<file path="config.mk">
export PLATFORM = sky130hd
export DESIGN_NAME = floor_call_scheduler_flat
export DESIGN_NICKNAME = d
export VERILOG_FILES = /design/src/rtl/floor_call_scheduler_pkg.sv /design/src/rtl/floor_call_scheduler_if.sv /design/src/rtl/floor_call_scheduler_sw_debounce.sv /design/src/rtl/floor_call_scheduler.sv /design/src/flat_wrapper.sv
export SDC_FILE = /design/constraint.sdc
export NUM_CORES = 1
export LEC_CHECK = 0
export CORE_UTILIZATION = 40
export DETAILED_ROUTE_END_ITERATION = 16
export PLACE_DENSITY = 0.67
export SYNTH_ARGS = -nofsm -noshare
export SYNTH_HDL_FRONTEND = slang
export SYNTH_HIERARCHICAL = 1
export SYNTH_SLANG_ARGS = --single-unit
</file>
<file path="constraint.sdc">
create_clock -name clk -period 2.1 [get_ports clk]
set_input_delay 0.63 -clock clk [delete_from_list [all_inputs] [get_ports clk]]
set_output_delay 0.63 -clock clk [all_outputs]
set_load 0.02 [all_outputs]
</file>
<file path="src/rtl/floor_call_scheduler_pkg.sv">
// Shared definitions for the floor-call scheduler: floor geometry, FSM encoding and the
// shortened debounce length used in simulation builds.
package floor_call_scheduler_pkg;

  localparam int unsigned NumFloors   = 4;
  localparam int unsigned FloorW      = 2;
  localparam int unsigned DbCyclesSim = 4;

  typedef enum logic [1:0] {
    StIdle  = 2'd0,
    StOffer = 2'd1,
    StBusy  = 2'd2
  } sched_state_e;

endpackage

</file>
<file path="src/rtl/floor_call_scheduler_if.sv">
// Scheduler <-> motion-core link: target offer handshake plus car position/arrival feedback.
interface floor_call_scheduler_if #(
  parameter int unsigned FW = 2
) ();

  logic [FW-1:0] cur_floor;
  logic          arrived;
  logic          target_ready;
  logic          target_valid;
  logic [FW-1:0] target_floor;
  logic          dir_up;
  logic          busy;

  // Scheduler side.
  modport master (
    input  cur_floor, arrived, target_ready,
    output target_valid, target_floor, dir_up, busy
  );

  // Motion-core side.
  modport slave (
    output cur_floor, arrived, target_ready,
    input  target_valid, target_floor, dir_up, busy
  );

endinterface

</file>
<file path="src/rtl/floor_call_scheduler_sw_debounce.sv">
// One call switch: 2-FF synchroniser, stable-sample debounce counter and rising-edge pulse.
module floor_call_scheduler_sw_debounce
  import floor_call_scheduler_pkg::*;
#(
  parameter int unsigned DB_CYCLES  = 100000,
  parameter bit          SIMULATION = 1'b0
) (
  input  logic clk,
  input  logic rst,
  input  logic sw_i,
  output logic level_o,
  output logic rise_o
);

  localparam int unsigned DbCount = SIMULATION ? DbCyclesSim : DB_CYCLES;
  localparam int unsigned CntW    = (DbCount > 1) ? $clog2(DbCount) : 1;
  localparam logic [CntW-1:0] CntMax = CntW'(DbCount - 1);

  logic            sync1_q, sync2_q;
  logic            level_q, level_d;
  logic            rise_q, rise_d;
  logic [CntW-1:0] cnt_q, cnt_d;

  // Count consecutive samples that disagree with the debounced level; adopt after DbCount.
  always_comb begin
    level_d = level_q;
    rise_d  = 1'b0;
    cnt_d   = '0;
    if (sync2_q != level_q) begin
      if (cnt_q == CntMax) begin
        level_d = sync2_q;
        rise_d  = sync2_q;
      end else begin
        cnt_d = cnt_q + 1'b1;
      end
    end
  end

  // Synchroniser, counter and registered level/rise.
  always_ff @(posedge clk) begin
    if (rst) begin
      sync1_q <= 1'b0;
      sync2_q <= 1'b0;
      level_q <= 1'b0;
      rise_q  <= 1'b0;
      cnt_q   <= '0;
    end else begin
      sync1_q <= sw_i;
      sync2_q <= sync1_q;
      level_q <= level_d;
      rise_q  <= rise_d;
      cnt_q   <= cnt_d;
    end
  end

  assign level_o = level_q;
  assign rise_o  = rise_q;

endmodule

</file>
<file path="src/rtl/floor_call_scheduler.sv">
// Elevator call scheduler: latches debounced floor calls, picks the next floor in SCAN
// order and offers it to the motion core over a valid/ready handshake.
module floor_call_scheduler
  import floor_call_scheduler_pkg::*;
#(
  parameter int unsigned NUM_FLOORS = NumFloors,
  parameter int unsigned FW         = FloorW,
  parameter int unsigned DB_CYCLES  = 100000,
  parameter bit          SIMULATION = 1'b0
) (
  input  logic                  clk,
  input  logic                  rst,
  input  logic [NUM_FLOORS-1:0] sw_i,
  output logic [NUM_FLOORS-1:0] pending_o,
  floor_call_scheduler_if.master core_io
);

  localparam int NF = int'(NUM_FLOORS);

  logic [NUM_FLOORS-1:0] sw_level, sw_rise;
  logic [NUM_FLOORS-1:0] pending_q, pending_d;
  sched_state_e          state_q;
  logic                  target_valid_q, busy_q, dir_up_q;
  logic [FW-1:0]         target_floor_q;

  logic                  cur_valid;
  int                    cur_int;
  logic                  up_found, dn_found, sel_found, sel_dir;
  logic [FW-1:0]         up_idx, dn_idx, sel_floor;

  // Debounced levels are not used here; only the call events matter.
  logic unused_sw_level;
  assign unused_sw_level = ^sw_level;

  for (genvar g = 0; g < NF; g++) begin : g_db
    floor_call_scheduler_sw_debounce #(
      .DB_CYCLES  (DB_CYCLES),
      .SIMULATION (SIMULATION)
    ) u_db (
      .clk     (clk),
      .rst     (rst),
      .sw_i    (sw_i[g]),
      .level_o (sw_level[g]),
      .rise_o  (sw_rise[g])
    );
  end

  assign cur_int   = int'(core_io.cur_floor);
  assign cur_valid = (cur_int < NF);

  // Nearest pending floor above and below the car; out-of-range cur_floor finds nothing.
  always_comb begin
    up_found = 1'b0;
    up_idx   = '0;
    dn_found = 1'b0;
    dn_idx   = '0;
    if (cur_valid) begin
      for (int i = NF - 1; i >= 0; i--) begin
        if (pending_q[i] && (i > cur_int)) begin
          up_found = 1'b1;
          up_idx   = FW'(i);
        end
      end
      for (int i = 0; i < NF; i++) begin
        if (pending_q[i] && (i < cur_int)) begin
          dn_found = 1'b1;
          dn_idx   = FW'(i);
        end
      end
    end
  end

  // SCAN choice: keep direction while calls lie ahead, else reverse. A lone call at the
  // car's own floor (latched while busy) is served in place so it cannot stick.
  always_comb begin
    sel_found = 1'b0;
    sel_floor = '0;
    sel_dir   = dir_up_q;
    if (dir_up_q ? up_found : dn_found) begin
      sel_found = 1'b1;
      sel_floor = dir_up_q ? up_idx : dn_idx;
    end else if (dir_up_q ? dn_found : up_found) begin
      sel_found = 1'b1;
      sel_floor = dir_up_q ? dn_idx : up_idx;
      sel_dir   = ~dir_up_q;
    end else if (cur_valid && pending_q[core_io.cur_floor]) begin
      sel_found = 1'b1;
      sel_floor = core_io.cur_floor;
    end
  end

  // Pending calls: arrival clears and beats a same-cycle call; idle calls to the car's floor drop.
  always_comb begin
    pending_d = pending_q;
    for (int i = 0; i < NF; i++) begin
      if (sw_rise[i] && !((state_q == StIdle) && cur_valid && (cur_int == i))) begin
        pending_d[i] = 1'b1;
      end
    end
    if (core_io.arrived && cur_valid) begin
      pending_d[core_io.cur_floor] = 1'b0;
    end
  end

  // Pending register.
  always_ff @(posedge clk) begin
    if (rst) begin
      pending_q <= '0;
    end else begin
      pending_q <= pending_d;
    end
  end

  // Handshake FSM with registered outputs; target and direction freeze once offered.
  always_ff @(posedge clk) begin
    if (rst) begin
      state_q        <= StIdle;
      target_valid_q <= 1'b0;
      target_floor_q <= '0;
      dir_up_q       <= 1'b1;
      busy_q         <= 1'b0;
    end else begin
      unique case (state_q)
        StIdle: begin
          if (sel_found) begin
            target_floor_q <= sel_floor;
            dir_up_q       <= sel_dir;
            target_valid_q <= 1'b1;
            state_q        <= StOffer;
          end
        end
        StOffer: begin
          if (core_io.target_ready) begin
            target_valid_q <= 1'b0;
            busy_q         <= 1'b1;
            state_q        <= StBusy;
          end
        end
        StBusy: begin
          if (core_io.arrived) begin
            busy_q  <= 1'b0;
            state_q <= StIdle;
          end
        end
        default: begin
          target_valid_q <= 1'b0;
          busy_q         <= 1'b0;
          state_q        <= StIdle;
        end
      endcase
    end
  end

  assign pending_o            = pending_q;
  assign core_io.target_valid = target_valid_q;
  assign core_io.target_floor = target_floor_q;
  assign core_io.dir_up       = dir_up_q;
  assign core_io.busy         = busy_q;

endmodule
</file>
<file path="src/flat_wrapper.sv">
// flat-port wrapper written by rule: the top's interface ports become plain ports
module floor_call_scheduler_flat import floor_call_scheduler_pkg::*;
#(
  parameter int unsigned NUM_FLOORS = NumFloors,
  parameter int unsigned FW         = FloorW,
  parameter int unsigned DB_CYCLES  = 100000,
  parameter bit          SIMULATION = 1'b0
)
  (clk, rst, sw_i, pending_o, core_io_cur_floor, core_io_arrived, core_io_target_ready, core_io_target_valid, core_io_target_floor, core_io_dir_up, core_io_busy);
  floor_call_scheduler_if #(.FW(FW)) core_io_i ();
  input  logic clk;
  input  logic rst;
  input  logic [NUM_FLOORS-1:0] sw_i;
  output logic [NUM_FLOORS-1:0] pending_o;
  input wire logic [$bits(core_io_i.cur_floor)-1:0] core_io_cur_floor;
  input wire logic [$bits(core_io_i.arrived)-1:0] core_io_arrived;
  input wire logic [$bits(core_io_i.target_ready)-1:0] core_io_target_ready;
  output wire logic [$bits(core_io_i.target_valid)-1:0] core_io_target_valid;
  output wire logic [$bits(core_io_i.target_floor)-1:0] core_io_target_floor;
  output wire logic [$bits(core_io_i.dir_up)-1:0] core_io_dir_up;
  output wire logic [$bits(core_io_i.busy)-1:0] core_io_busy;
  assign core_io_i.cur_floor = core_io_cur_floor;
  assign core_io_i.arrived = core_io_arrived;
  assign core_io_i.target_ready = core_io_target_ready;
  assign core_io_target_valid = core_io_i.target_valid;
  assign core_io_target_floor = core_io_i.target_floor;
  assign core_io_dir_up = core_io_i.dir_up;
  assign core_io_busy = core_io_i.busy;
  floor_call_scheduler #(.NUM_FLOORS(NUM_FLOORS), .FW(FW), .DB_CYCLES(DB_CYCLES), .SIMULATION(SIMULATION)) u_core (.clk(clk), .rst(rst), .sw_i(sw_i), .pending_o(pending_o), .core_io(core_io_i));
endmodule
</file>
==> results list <==
- Site Rows: 38
* Post-synthesis simple-gate area fraction: 32.0%
- The design draws 3010 uW.
- Once detail routing completed, the nets flagged for antenna violations numbered 0.
- Count of pins over their slew limit: 0
- The largest individual stage delay along the critical path comes from the cell clkdlybuf4s50_1.
* Dpl cell area: 4840 um2
- Via count of the first global-routing pass: 3187
- The clock arrives with 7.53 ps of skew.
- Net count after synthesis: 490
* Data arrival time of the critical path: 1330 ps
- The clock passes through at most 2 buffers.
* Hold buffer count at cts: 0
- The floorplan step defined a core boundary enclosing 10900 um2.
- Average detailed-routed wire length per instance: 12.3 um
* Compound-Gate Fraction of Synth Area: 7.85%
- The worst pin sits at a relative slew slack of 70.8%.
- Clock tree synthesis found a total of 95 sinks.
* Via Count: 3430
- CTS buffer count: 9
- Detailed Route Iter0 Violations: 154
- Summing all multi-input logic gate instances after layout gives 2410 um2.
* Multiplexer share of the synthesized area: 1.34%
- Routability congestion estimate: 0.842
* Transition at the pin with the smallest max-transition slack: 431 ps
- Status: finished clean
* GR Overflow Total: 0
* Setup repair after global routing missed its margin: no
* Final instance area: 5020 um2
- Post CTS Setup Buffer Count: 0
- Clock latency on the worst-skew pair: 360 ps
* Maximum number of pins on one net before global-route repair: 25
- Including well taps, the total number of placed cells is 637.
- For this design the ratio of total power to cell area is 600 nW/um2.
* Clk root buf: clkbuf_8
- Library cells used by synthesis: 59
* Vias per cell: 5.25
- Die Area: 11600 um2
* Achievable clock frequency: 510 MHz
- Of all nets on the critical path, the largest fanout is 2.
- During synthesis, Yosys emitted a total of 6 warnings.
- The worst setup path is of the flip-flop to primary output kind.
- Max cap viols: 0
- For this run, the detailed router's first-pass iteration total came to 4.
- Cts repair resizes: 0
- Synthesized area per cell: 9.41 um2
- Broken down by cell family, the worst path's largest delay share belongs to buffers and inverters.
* DPL Wire Length: 5660 um
- The mapped netlist covers 4480 um2.
* Xor-xnor portion of the synthesized cell area: 11.5%
- Initial antenna violation count: 0
- Final-report setup violation count: 0
* Crit path time final: 1960 ps
- In this run the worst hold path is classified as flip-flop to flip-flop.
- Count of flip-flops with a built-in enable after synthesis: 0
- Clock transition at the registers of the reported paths: 90 ps
* Synth area leaders: dfxtp_1 (42%), nor2_1 (6.5%), xnor2_1 (6.1%)
- Final worst-path cycle share: 93.4%
- The count of endpoints failing hold in the final timing report is 0.
- Area Overhead vs Synth: 12.2%
- Clock tree from TritonCTS: done
* Diodes inserted: 0
- For this configuration, the core starts out at a cell density of 41.1%.
- IO Pins: 19
- Post-synthesis share of cell area spent on full adders, half adders and majority gates: 1.12%
* Height of the die: 108 um
- First-pass GRT wire length: 14100 um
- Worst slack at placement: -187 ps
* Longest individual stage delay on the worst path: 610 ps
* Post-synthesis register bit count: 95
- FF+latch area: 1900 um2
- The most used flip-flop cell after synthesis is dfxtp_1.
- For this block, the routed nets add up to 8060 um of wire.
- DRC errors left: 0
* Required time reported for the critical path endpoint: 1470 ps
* Fraction of layout instances using a drive strength above 1: 14.0%
- Setup slack closes at 138 ps.
* Number of port buffers: 18
- Total routing usage reported by global routing: 15.2%
* Cell count after synthesis: 476
- Filler Cells Inserted: 1036
- The H-tree generated during clock tree synthesis spans 3 levels.
* Post-Layout Cell Count: 653
- Proportion of synthesized chip area in sequential cells: 42.5%
- For this design the static power due to leakage is 0.00166 uW.
- Cell type with the highest aggregate area in the netlist: dfxtp_1
* Number of nets in the finished design: 522
- Element type at the critical path start: flip-flop
- Combinational family with the most area after synthesis: simple AND/OR/NAND/NOR gates
- Total Neg Setup Slack: 0 ps
* Max VDD drop: 0.265 mV
* Proportion of register bits with asynchronous set or reset after synthesis: 0%
- Buf/Inv on CP: 1
- Critical path cell sequence: clkdlybuf4s50_1
- STA classifies the critical path endpoint as a primary output.
- The top cell type by area accounts for 42.5% of the synthesized area.
- Die span in x: 108 um
-- layout make-up --
type	instances	area share [%]
timing repair buffer	36	6.52
tap	140	3.49
multi-input combinational	359	48.0
clock buffer	10	2.74
clock inverter	6	0.872
sequential	95	37.8
inverter	7	0.523
-- state kept, by name, indices dropped and copies added, names as in the netlist --
register and flops:
u_core/g_db.u_db/sync1_q 4, u_core/core_io.target_floor 2, u_core/g_db.u_db/cnt_q 68, u_core/core_io.target_valid 1, u_core/core_io.dir_up 1, u_core/g_db.u_db/level_o 4, u_core/g_db.u_db/rise_o 4, u_core/core_io.busy 1
u_core/state_q 2, u_core/g_db.u_db/sync2_q 4, u_core/pending_o 4
-- kinds of logic after synthesis --
| logic type | count (synthesis) |
|---|---|
| buf+inv | 22 |
| fa+ha+maj | 4 |
| flops | 95 |
| mux | 6 |
| simple gates | 240 |
| compound gates | 50 |
| xor+xnor | 59 |
-- placed cells by master, fill, tap and decap left out, drive strengths merged, types with 18 or more instances in the layout --
cell type       n
xnor2          31
nand4          21
nor2           78
dfxtp          95
xor2           28
a21oi          19
buf            18
nand2          29
nand3          28
clkdlybuf4s50  18
-- per-layer routing --
metal | track usage, % | routed length [um] | vias to the layer above
met2 | 23.2 | 3660 | 61
met4 | 7.14 | 97 | 0
met5 | 0 | 0 | -
met1 | 20.0 | 3970 | 1598
met3 | 3.87 | 326 | 10
li1 | - | - | 1761
-- power by group --
part / internal, uW / switching, uW / leakage (uW)
clock: 469 / 638 / 0.0000930
combinational: 44.8 / 46.9 / 0.000796
sequential: 1810 / 5.60 / 0.000767
total: 2320 / 690 / 0.00166
-- final timing paths --
check,from,endpoint,slack [ps],cells past startpoint
hold reg to reg,u_core/g_db[2].u_db/sync1_q,u_core/g_db[2].u_db/sync2_q,440,1
setup / recovery,u_core/pending_o[0],pending_o[0],140,1
hold / removal,u_core/g_db[2].u_db/sync1_q,u_core/g_db[2].u_db/sync2_q,440,1
setup reg to reg,u_core/g_db[1].u_db/cnt_q[0],u_core/g_db[1].u_db/cnt_q[7],340,5
-- cells in the mapped netlist, types with 4 or more instances --
| cell type | instances |
|---|---|
| nand3_1 | 23 |
| nor3_1 | 8 |
| nor2_1 | 77 |
| xnor2_1 | 31 |
| nor4_1 | 7 |
| inv_1 | 7 |
| nand4_1 | 14 |
| a21oi_1 | 17 |
| nor3_2 | 4 |
| nand2_1 | 26 |
| buf_4 | 5 |
| and3_1 | 9 |
| nand3b_1 | 4 |
| and4_1 | 4 |
| and4_2 | 4 |
| a211oi_1 | 6 |
| dfxtp_1 | 95 |
| mux2i_1 | 6 |
| nor2b_1 | 11 |
| ha_1 | 4 |
| xor2_1 | 28 |
| nand4_2 | 7 |
| o21ai_0 | 6 |
| nor4b_1 | 12 |
| or3b_1 | 4 |
| buf_6 | 6 |
| o41ai_1 | 4 |
-- metrics by stage --
stage	hold WS [ps]	utilization (%)
final	444	46.2
after global placement	419	44.5
after global routing	459	46.2
after detailed placement	425	44.5
after CTS	440	46.2
after floorplan	414	-
No activity file was read; power rests on OpenSTA's default activity.
